[src/rtl/uart_rx_param.sv]
// Parametrised UART receiver: 2-flop rx synchroniser, oversampled start/bit
// centre sampling, optional parity, 1 or 2 stop bits, per-word error flags
// and a valid/ready output holding register with overrun detection.
module uart_rx_param #(
   parameter int unsigned DATA_BITS  = 7,
   parameter int unsigned OVERSAMPLE = 8,
   parameter int unsigned PARITY_EN  = 0,
   parameter int unsigned PARITY_ODD = 0,
   parameter int unsigned STOP_BITS  = 1
) (
   input  logic                 clk,
   input  logic                 rst_n,
   input  logic                 ena,
   input  logic                 rx,
   input  logic                 ready_in,
   output logic [DATA_BITS-1:0] data_out,
   output logic                 valid_out,
   output logic                 parity_err,
   output logic                 frame_err,
   output logic                 overrun,
   output logic [2:0]           state_out
);

   localparam int unsigned HALF = OVERSAMPLE / 2;
   localparam int unsigned SCW  = $clog2(OVERSAMPLE);
   localparam int unsigned BCW  = $clog2(DATA_BITS + 1);

   typedef enum logic [2:0] {
      S_IDLE   = 3'd0,
      S_START  = 3'd1,
      S_DATA   = 3'd2,
      S_PARITY = 3'd3,
      S_STOP   = 3'd4
   } state_t;

   state_t               state_q, state_d;
   logic                 rx_meta_q, rx_s_q;
   logic [SCW-1:0]       sample_cnt_q, sample_cnt_d;
   logic [BCW-1:0]       bit_cnt_q, bit_cnt_d;
   logic [DATA_BITS-1:0] shift_q, shift_d;
   logic                 perr_q, perr_d;
   logic                 ferr_q, ferr_d;
   logic                 armed_q, armed_d;
   logic [DATA_BITS-1:0] data_q, data_d;
   logic                 valid_q, valid_d;
   logic                 perr_out_q, perr_out_d;
   logic                 ferr_out_q, ferr_out_d;
   logic                 ovr_q, ovr_d;
   logic                 bit_centre;
   logic                 commit;

   assign bit_centre = (sample_cnt_q == SCW'(OVERSAMPLE - 1));

   // Next-state logic: receive FSM advances on ena ticks, handshake every clk.
   always_comb begin
      state_d      = state_q;
      sample_cnt_d = sample_cnt_q;
      bit_cnt_d    = bit_cnt_q;
      shift_d      = shift_q;
      perr_d       = perr_q;
      ferr_d       = ferr_q;
      armed_d      = armed_q;
      commit       = 1'b0;

      if (ena) begin
         case (state_q)
            S_IDLE: begin
               if (armed_q && !rx_s_q) begin
                  state_d      = S_START;
                  sample_cnt_d = '0;
               end else if (!armed_q && rx_s_q) begin
                  armed_d = 1'b1;
               end
            end
            S_START: begin
               if (sample_cnt_q == SCW'(HALF - 1)) begin
                  sample_cnt_d = '0;
                  if (rx_s_q) begin
                     state_d = S_IDLE;
                  end else begin
                     state_d   = S_DATA;
                     bit_cnt_d = '0;
                     perr_d    = 1'b0;
                     ferr_d    = 1'b0;
                  end
               end else begin
                  sample_cnt_d = sample_cnt_q + SCW'(1);
               end
            end
            S_DATA: begin
               if (bit_centre) begin
                  sample_cnt_d = '0;
                  shift_d      = {rx_s_q, shift_q[DATA_BITS-1:1]};
                  if (bit_cnt_q == BCW'(DATA_BITS - 1)) begin
                     bit_cnt_d = '0;
                     state_d   = (PARITY_EN != 0) ? S_PARITY : S_STOP;
                  end else begin
                     bit_cnt_d = bit_cnt_q + BCW'(1);
                  end
               end else begin
                  sample_cnt_d = sample_cnt_q + SCW'(1);
               end
            end
            S_PARITY: begin
               if (bit_centre) begin
                  sample_cnt_d = '0;
                  perr_d       = ((^shift_q) ^ rx_s_q) != (PARITY_ODD != 0);
                  state_d      = S_STOP;
               end else begin
                  sample_cnt_d = sample_cnt_q + SCW'(1);
               end
            end
            S_STOP: begin
               if (bit_centre) begin
                  sample_cnt_d = '0;
                  ferr_d       = ferr_q | !rx_s_q;
                  if (bit_cnt_q == BCW'(STOP_BITS - 1)) begin
                     commit    = 1'b1;
                     bit_cnt_d = '0;
                     state_d   = S_IDLE;
                     if (ferr_d) armed_d = 1'b0;
                  end else begin
                     bit_cnt_d = bit_cnt_q + BCW'(1);
                  end
               end else begin
                  sample_cnt_d = sample_cnt_q + SCW'(1);
               end
            end
            default: state_d = S_IDLE;
         endcase
      end

      data_d     = data_q;
      valid_d    = valid_q;
      perr_out_d = perr_out_q;
      ferr_out_d = ferr_out_q;
      ovr_d      = ovr_q;
      // A commit wins over an accept in the same clk; the old word is overrun
      // only if it was still pending and not being taken this cycle.
      if (commit) begin
         data_d     = shift_q;
         valid_d    = 1'b1;
         perr_out_d = perr_q;
         ferr_out_d = ferr_d;
         ovr_d      = valid_q && !ready_in;
      end else if (valid_q && ready_in) begin
         valid_d = 1'b0;
      end
   end

   // All state, synchroniser and output registers; async active-low reset.
   always_ff @(posedge clk or negedge rst_n) begin
      if (!rst_n) begin
         rx_meta_q    <= 1'b1;
         rx_s_q       <= 1'b1;
         state_q      <= S_IDLE;
         sample_cnt_q <= '0;
         bit_cnt_q    <= '0;
         shift_q      <= '0;
         perr_q       <= 1'b0;
         ferr_q       <= 1'b0;
         armed_q      <= 1'b1;
         data_q       <= '0;
         valid_q      <= 1'b0;
         perr_out_q   <= 1'b0;
         ferr_out_q   <= 1'b0;
         ovr_q        <= 1'b0;
      end else begin
         rx_meta_q    <= rx;
         rx_s_q       <= rx_meta_q;
         state_q      <= state_d;
         sample_cnt_q <= sample_cnt_d;
         bit_cnt_q    <= bit_cnt_d;
         shift_q      <= shift_d;
         perr_q       <= perr_d;
         ferr_q       <= ferr_d;
         armed_q      <= armed_d;
         data_q       <= data_d;
         valid_q      <= valid_d;
         perr_out_q   <= perr_out_d;
         ferr_out_q   <= ferr_out_d;
         ovr_q        <= ovr_d;
      end
   end

   assign data_out   = data_q;
   assign valid_out  = valid_q;
   assign parity_err = perr_out_q;
   assign frame_err  = ferr_out_q;
   assign overrun    = ovr_q;
   assign state_out  = state_q;

endmodule

[config.mk]
export PLATFORM = sky130hd
export DESIGN_NAME = uart_rx_param
export DESIGN_NICKNAME = d
export VERILOG_FILES = /design/src/rtl/uart_rx_param.sv
export SDC_FILE = /design/constraint.sdc
export NUM_CORES = 1
export LEC_CHECK = 0
export BUFFER_PORTS_ARGS = -buffer_cell sky130_fd_sc_hd__buf_2
export CORE_MARGIN = 1.5
export CORE_UTILIZATION = 45
export CTS_BUF_LIST = sky130_fd_sc_hd__clkbuf_8
export CTS_CLUSTER_SIZE = 30
export DETAILED_ROUTE_END_ITERATION = 8
export GPL_ROUTABILITY_DRIVEN = 0
export PLACE_DENSITY = 0.62
export SYNTH_ARGS = -nofsm -noshare
export SYNTH_HDL_FRONTEND = slang
export SYNTH_SLANG_ARGS = --single-unit
[constraint.sdc]
create_clock -name clk -period 6.3 [get_ports clk]
set_clock_uncertainty 0.1 [all_clocks]
set_input_delay 0.945 -clock clk [delete_from_list [all_inputs] [get_ports clk]]
set_output_delay 0.945 -clock clk [all_outputs]
set_load 0.02 [all_outputs]
==> impl_metrics.env <==
export IMPL_outcome="finished clean"
export IMPL_synth_seq_cells=32
export IMPL_start_util=0.4673
export IMPL_synthesis_area_per_instance_sq_um=12.30
export IMPL_yosysUniqueCellTypes=42
export IMPL_fin_crit_sh=0.3731
export IMPL_fmax_mhz=425.5
export IMPL_synth_common_cells="29 x dfrtp_1, 17 x mux2_1, 8 x ha_1, 8 x inv_1, 7 x xnor2_1"
export IMPL_critPathTopFamily="flip-flops"
export IMPL_clock_latency_ns=0.28
export IMPL_grt_max_degree=33
export IMPL_first_global_vias=1115
export IMPL_holdBufCountCts=0
export IMPL_cts_root_buf="clkbuf_8"
export IMPL_power_density_mw_per_mm2=274.3
export IMPL_dpl_hpwl_um=2072
export IMPL_dieArea_sq_mm=0.004151
export IMPL_antenna_cells=0
export IMPL_endpoint_kind="output port"
export IMPL_vias=1102
export IMPL_drtAntennaViolNets=0
export IMPL_ios=19
export IMPL_cts_resized_gates=0
export IMPL_path_max_fanout=16
export IMPL_hold_path_class="reg2reg"
export IMPL_grt_pass1_wl_um=5106
export IMPL_cp_start_kind="flop"
export IMPL_synthesis_nets=151
export IMPL_synth_cell_area_sq_mm=0.001698
export IMPL_ys_flop_type="dfrtp_1"
export IMPL_clk_pin_slew_worst_paths_ns=0.07
export IMPL_clkSinkCount=32
export IMPL_drtIter0Drc=37
export IMPL_die_x_um=64.43
export IMPL_crit_buf_inv=1
export IMPL_fin_tns_setup_ns=0
export IMPL_min_period_ns=2.350
export IMPL_antenna_found_initial=0
export IMPL_drt_first_pass_iters=4
export IMPL_htree_levels=2
export IMPL_yosys_warnings=0
export IMPL_fillers=345
export IMPL_syn_inst=138
export IMPL_rsz0062_at_grt="no"
export IMPL_worst_setup_path_type="reg2out"
export IMPL_synth_most_common_cell="dfrtp_1"
export IMPL_critical_path_cell_chain="buf_2"
export IMPL_netlist_area_leader_share=0.4274
export IMPL_slew_violations=0
export IMPL_post_drt_wl_per_cell_um=13.89
export IMPL_cts_made_buffers=5
export IMPL_layout_drive_gt1_share=0.2500
export IMPL_synth_edf_count=0
export IMPL_finalHoldViolations=0
export IMPL_totalWireLength_um=2889
export IMPL_maxSlewHeadroom=0.5321
export IMPL_yosys_area_top_type="dfrtp_1"
export IMPL_via_per_inst=5.298
export IMPL_die_height_um=64.43
export IMPL_rows=22
export IMPL_worstMarginPinSlew_ns=0.7018
export IMPL_ys_seq_area_frac=0.4738
export IMPL_slowest_delay_ns=0.74
export IMPL_cts_setup_buffers=0
export IMPL_ir_drop_mv=0.1712
export IMPL_required_ns=5.25
export IMPL_cts_tree="built"
export IMPL_slowest_stage="dfrtp_1"
export IMPL_grt_ovfl_total=0
export IMPL_cap_viol_max_count=0
export IMPL_synthArstFlopShare=1.000
export IMPL_final_setup_viol_count=0
export IMPL_coreArea_sq_mm=0.003633
export IMPL_area_growth_syn_to_layout_pct=13.41
export IMPL_io_buffers=18
export IMPL_drcViolationCount=0
export IMPL_clockBufferDepth=2
export IMPL_fin_util=0.5300
export IMPL_ys_top_cells_by_area="dfrtp_1 43%, mux2_1 11%, ha_1 5.9%, dfstp_2 4.6%, xnor2_1 3.6%"
export IMPL_track_usage=0.1617
export IMPL_arrival_ns=1.31
export IMPL_nets=172
export IMPL_power_leakage_nw=0.9575
-- cells in the final DEF, fill, tap and decap left out, types with 3 or more instances in the layout --
cell type  instances
ha_1               8
nor3_1             3
nor2_1             4
clkbuf_8           5
nand2b_1           4
nor3b_1            3
xnor2_1            7
inv_1              8
dfstp_2            3
nor2b_1            4
mux2_1            17
dfrtp_1           29
mux2i_1            3
nand2_1            6
buf_2             18
-- where the power goes --
group,internal (W),total [W],switching (W)
registers,0.000219,0.000244,0.0000256
logic,0.0000388,0.0000896,0.0000508
clock network,0.000117,0.000194,0.0000773
total,0.000374,0.000528,0.000154
-- metrics by stage --
step	cell area (sq um)	cells	setup WS (ns)	hold slack [ns]	power [W]
floorplan	1698	138	4.170	0.2452	0.0003153
global placement	1814	200	4.058	0.2458	0.0003336
CTS	1926	208	3.961	0.2578	0.0005352
global route	1926	208	3.887	0.2634	0.0005584
detailed placement	1814	200	4.031	0.2485	0.0003377
finish	1926	208	3.950	0.2569	0.0005281
-- registers in the layout (all words and copies together), names as in the netlist --
signal,flops
ferr_q,1
sample_cnt_q,3
rx_s_q,1
rx_meta_q,1
frame_err,1
armed_q,1
shift_q,7
parity_err,1
overrun,1
data_out,7
state_out,3
perr_q,1
bit_cnt_q,3
valid_out,1
-- layer usage --
metal / part of all wire / track usage / wire (um)
met1: 0.47 / 0.2068 / 1356
met2: 0.47 / 0.2513 / 1351
met3: 0.044 / 0.05729 / 128
met4: 0.018 / 0.06383 / 53
met5: 0 / 0 / 0
-- worst reg2reg max path, cell delays in order (launching register included) --
cell and delay [ns]:
dfrtp_1 0.39, ha_1 0.26, ha_1 0.23, or4b_4 0.54
o311a_4 0.16, and2_4 0.16, mux2_4 0.29
-- final timing paths --
check	start	end	slack (ns)	depth (start not counted)
min in group asynchronous	rst_n	valid_out	0.60	1
setup reg to reg	sample_cnt_q[0]	bit_cnt_q[0]	4.05	6
max in group asynchronous	rst_n	bit_cnt_q[2]	5.04	1
hold / removal	rx_meta_q	rx_s_q	0.26	0
hold reg to reg	rx_meta_q	rx_s_q	0.26	0
setup / recovery	state_out[0]	state_out[0]	3.95	1
-- cell families (layout without fill, tap and decap cells) --
| family | Yosys count | in the layout | synth area share |
|---|---|---|---|
| simple gates | 36 | 36 | 0.1437 |
| flops | 32 | 32 | 0.4738 |
| compound gates | 22 | 22 | 0.1105 |
| mux | 21 | 21 | 0.1393 |
| buf+inv | 12 | 34 | 0.03758 |
| fa+ha+maj | 8 | 8 | 0.05896 |
| xor+xnor | 7 | 7 | 0.03611 |
-- area by class of cell --
cell class	instances	area, sq um	share of cell area
tap	48	60.06	0.03119
clock inverter	3	42.54	0.02209
inverter	8	30.03	0.01559
clock buffer	5	68.82	0.03574
timing repair buffer	18	90.09	0.04678
sequential	32	804.5	0.4178
multi-input combinational	94	829.5	0.4308
Note: power is estimated with default switching activity, not from simulation.
